$ cat src/rtl/manchester_decoder.sv
// Manchester line decoder: two half-bit samples per bit, LSB-first bytes, per-bit and per-byte violation flags.
// Optional saturating violation counter is built when MANCH_DEC_ERRCNT_EN is defined.
module manchester_decoder (
  input  logic       clk,
  input  logic       rst_n,
  input  logic       decode_mode,
  input  logic       line_in,
  output logic [7:0] data_out,
  output logic       data_valid,
  output logic       byte_err,
  output logic       code_err,
  output logic [7:0] err_count
);

  typedef enum logic [1:0] {
    ST_WAIT   = 2'd0,
    ST_FIRST  = 2'd1,
    ST_SECOND = 2'd2
  } state_t;

  state_t     state;
  logic       h1;
  logic [2:0] bit_cnt;
  logic [7:0] shift_reg;
  logic       err_flag;

  logic       bit_dec;
  logic       viol;
  logic [7:0] shift_next;

  always_comb begin
    bit_dec    = decode_mode ? ~h1 : h1;
    viol       = (line_in == h1);
    shift_next = {bit_dec, shift_reg[7:1]};
  end

  // Output strobe: data_valid is a one-cycle pulse with no back-pressure; data_out
  // and byte_err are valid in that same cycle, and data_out holds until the next pulse.
  always_ff @(posedge clk or negedge rst_n) begin
    if (!rst_n) begin
      state      <= ST_WAIT;
      h1         <= 1'b0;
      bit_cnt    <= 3'd0;
      shift_reg  <= 8'h00;
      err_flag   <= 1'b0;
      data_out   <= 8'h00;
      data_valid <= 1'b0;
      byte_err   <= 1'b0;
      code_err   <= 1'b0;
    end else begin
      data_valid <= 1'b0;
      byte_err   <= 1'b0;
      code_err   <= 1'b0;
      case (state)
        // The encoder's output register still shows its reset value on this edge.
        ST_WAIT: begin
          state <= ST_FIRST;
        end
        ST_FIRST: begin
          h1    <= line_in;
          state <= ST_SECOND;
        end
        ST_SECOND: begin
          shift_reg <= shift_next;
          code_err  <= viol;
          bit_cnt   <= bit_cnt + 3'd1;
          if (bit_cnt == 3'd7) begin
            data_out   <= shift_next;
            data_valid <= 1'b1;
            byte_err   <= err_flag | viol;
            err_flag   <= 1'b0;
          end else begin
            err_flag <= err_flag | viol;
          end
          state <= ST_FIRST;
        end
        default: begin
          state <= ST_WAIT;
        end
      endcase
    end
  end

`ifdef MANCH_DEC_ERRCNT_EN
  always_ff @(posedge clk or negedge rst_n) begin
    if (!rst_n) begin
      err_count <= 8'h00;
    end else if (code_err && (err_count != 8'hFF)) begin
      err_count <= err_count + 8'd1;
    end
  end
`else
  assign err_count = 8'h00;
`endif

endmodule

$ cat config.mk
export PLATFORM = sky130hd
export DESIGN_NAME = manchester_decoder
export DESIGN_NICKNAME = d
export VERILOG_FILES = /design/src/rtl/manchester_decoder.sv
export SDC_FILE = /design/constraint.sdc
export NUM_CORES = 1
export LEC_CHECK = 0
export ABC_AREA = 1
export CAP_MARGIN = 20
export CELL_PAD_IN_SITES_DETAIL_PLACEMENT = 0
export CELL_PAD_IN_SITES_GLOBAL_PLACEMENT = 1
export CORE_MARGIN = 2
export CORE_UTILIZATION = 35
export DETAILED_ROUTE_END_ITERATION = 6
export HOLD_SLACK_MARGIN = 0.06
export PLACE_DENSITY = 0.8
export REMOVE_ABC_BUFFERS = 1
export SLEW_MARGIN = 20
export SYNTH_ARGS = -nofsm -noshare
export SYNTH_HDL_FRONTEND = slang
export SYNTH_SLANG_ARGS = --single-unit
export TNS_END_PERCENT = 100
$ cat constraint.sdc
create_clock -name clk -period 1.9 [get_ports clk]
set_input_delay 0.38 -clock clk [delete_from_list [all_inputs] [get_ports clk]]
set_output_delay 0.38 -clock clk [all_outputs]
set_load 0.05 [all_outputs]
==> results.toml <==
[global_route]
antenna_found_initial = 0
grt_max_degree = 26
grtUsageTotal = 0.107
grt_pass1_vias = 644
overflow = 0
grt_pass1_wl_um = 2800

[drt]
ant_nets = 0
drt_first_iter_violations = 20
wl_per_cell_um = 10.0
wl_um = 1540
drcViolationCount = 2
via_per_inst = 4.40
dr.pass1.iters = 6
num_vias = 678

[synthesis]
ys_seq_area_frac = 0.592
synth_seq_cells = 25
ys_types = 14
avgSynthCellArea_um2 = 9.96
syn-cell-area_mm2 = 0.00106
syn_inst = 106
ys_warn_count = 0

[outcome]
status = "finished, violations left"
violations = "design-rule violations"

[timing]
period_share = 0.974
clock_skew_ns = 0.00143
timing.fmax_mhz = 541
fin_crit_ns = 1.85
setup_viol = 0
tns_ns = 0
finalHoldViolCount = 0
slew_violations = 0
rsz0062_at_grt = "false"
tightestPinTransition_ns = 0.506
slew_headroom = 0.662

[worst_setup_path]
crit_chain = "clkdlybuf4s50_1"
slowest_delay_ns = 0.80
r2r_cells = 6
r2r_slack_ns = 0.50
start_kind = "register"
required_ns = 1.52
crit_type = "register to primary output"
r2r-end = "data_out[7]"
cp_max_fo = 2
cp.buffers_inverters = 1
rr_startpoint = "bit_cnt[0]"
arrival_ns = 1.47
end_kind = "primary output"
cpLargestDelayFamily = "buffers and inverters"
cp_slowest_cell = "clkdlybuf4s50_1"

[clock_tree]
cts_tree = "done"
cts.sinks = 25
cts.path.max_buffers = 2
postCtsHoldBufs = 0
clk_transition_reported_paths_ns = 0.12
cts-root-buf = "clkbuf_4"
numCtsBuffers = 3
clkLatencyLatePin_ns = 0.31
ctsHtreeMaxLevel = 1

[cells_and_area]
largest_reg_flops = 8
multi_input_area_um2 = 318
layout-drive-gt1-share = 0.130
area_growth_pct = 16.8
nets = 130
ff_latch_area_um2 = 626
fill_cells = 285
diodes = 0

[job]
drv_cap = 0

[placed_design]
hpwl_um = 1120
io_buffer_count = 14
gp_congestion = 0.697

[die]
die_height_um = 58.9
coreArea_mm2 = 0.00281
start_util = 0.376
rows = 19
ioPinCount = 23
die-area_mm2 = 0.00347
die_w_um = 58.9

[power_and_ir_drop]
p_leak_nw = 0.701
p_comb_frac = 0.199
ir_drop_uv = 563
clkPwrFrac = 0.223
swShare = 0.306
internal_power_uw = 702
p_per_area_mw_per_mm2 = 819
p_switching_uw = 309
power_mw = 1.01
seqPwrFrac = 0.578

[min_path]
min_path_type = "input port to async pin"
[through the flow]
step	utilization	worst slack [ns]	instances	hold slack, ns	area (µm²)
CTS	0.434	0.0134	154	0.406	1220
detailed placement	0.424	0.386	150	0.460	1190
global placement	0.424	0.394	150	0.461	1190
floorplan	-	0.663	103	0.0844	1000
global route	0.440	0.00546	154	0.422	1230
finish	0.440	0.0502	154	0.412	1230
[placed cells by master, fill, tap and decap left out, drive strengths merged]
| cell type | instances |
|---|---|
| o21ai | 14 |
| xor2 | 2 |
| conb | 8 |
| buf | 5 |
| inv | 16 |
| dlymetal6s2s | 7 |
| nand2 | 33 |
| clkbuf | 4 |
| a21oi | 1 |
| ha | 2 |
| dfrtp | 25 |
| nand3 | 1 |
| clkdlybuf4s50 | 4 |
| nor2 | 1 |
[synth_stat cells, drive strengths merged]
master	count	area, µm²
a21oi	1	5.00
buf	10	78.8
conb	1	3.75
dfrtp	25	626
ha	2	25.0
inv	16	60.1
nand2	33	131
nand3	1	5.00
nor2	1	11.3
o21ai	14	92.6
xor2	2	17.5
[layout make-up]
| class | instances | share of cell area |
|---|---|---|
| well taps | 31 | 0.0314 |
| flip-flops and latches | 25 | 0.507 |
| repair buffers | 16 | 0.134 |
| inverters | 16 | 0.0487 |
| clock buffers | 4 | 0.0213 |
| multi-input cells | 62 | 0.258 |
[worst max-delay path by stage]
stage                start           to  slack (ns)  cells past startpoint
4_1_cts        data_out[7]  data_out[7]        0.01                      1
6_report       data_out[3]  data_out[3]        0.05                      1
2_1_floorplan   bit_cnt[0]  data_out[7]        0.66                      6
3_3_place_gp   data_out[7]  data_out[7]        0.39                      1
3_5_place_dp   data_out[5]  data_out[5]        0.39                      1
5_1_grt        data_out[3]  data_out[3]       0.005                      1
[power by group through the flow]
stage / sequential (mW) / clock [mW] / combinational, mW
2_1_floorplan: 0.661 / 0 / 0.0740
3_3_place_gp: 0.593 / 0 / 0.203
3_5_place_dp: 0.595 / 0 / 0.204
4_1_cts: 0.585 / 0.241 / 0.205
5_1_grt: 0.589 / 0.263 / 0.216
6_report: 0.584 / 0.225 / 0.202
[cells by family after synthesis]
kind of cell / after synthesis / share of synthesized area
AOI/OAI and AO/OA: 15 / 0.0924
xor gates and xnor gates: 2 / 0.0166
adders and majority gates: 2 / 0.0237
buffers and inverters: 26 / 0.132
DFF: 25 / 0.592
other: 1 / 0.00355
and+or+nand+nor: 35 / 0.140
[timing repair]
action                                  CTS  global route
gates resized for setup                   0             7
setup buffers                             0             0
endpoints found under the hold margin     0             0
endpoints found under the setup margin    0             7
[layer usage]
layer  vias to the layer above  wire length (µm)  global-route usage  part of all wire
met1                       315               674               0.131              0.44
met3                         0               134              0.0505             0.087
li1                        340                 -                   -                 -
met2                        23               733               0.176              0.48
met4                         0                 0              0.0195                 0
met5                         -                 0                   0                 0
(Power assumes the default switching activity.)
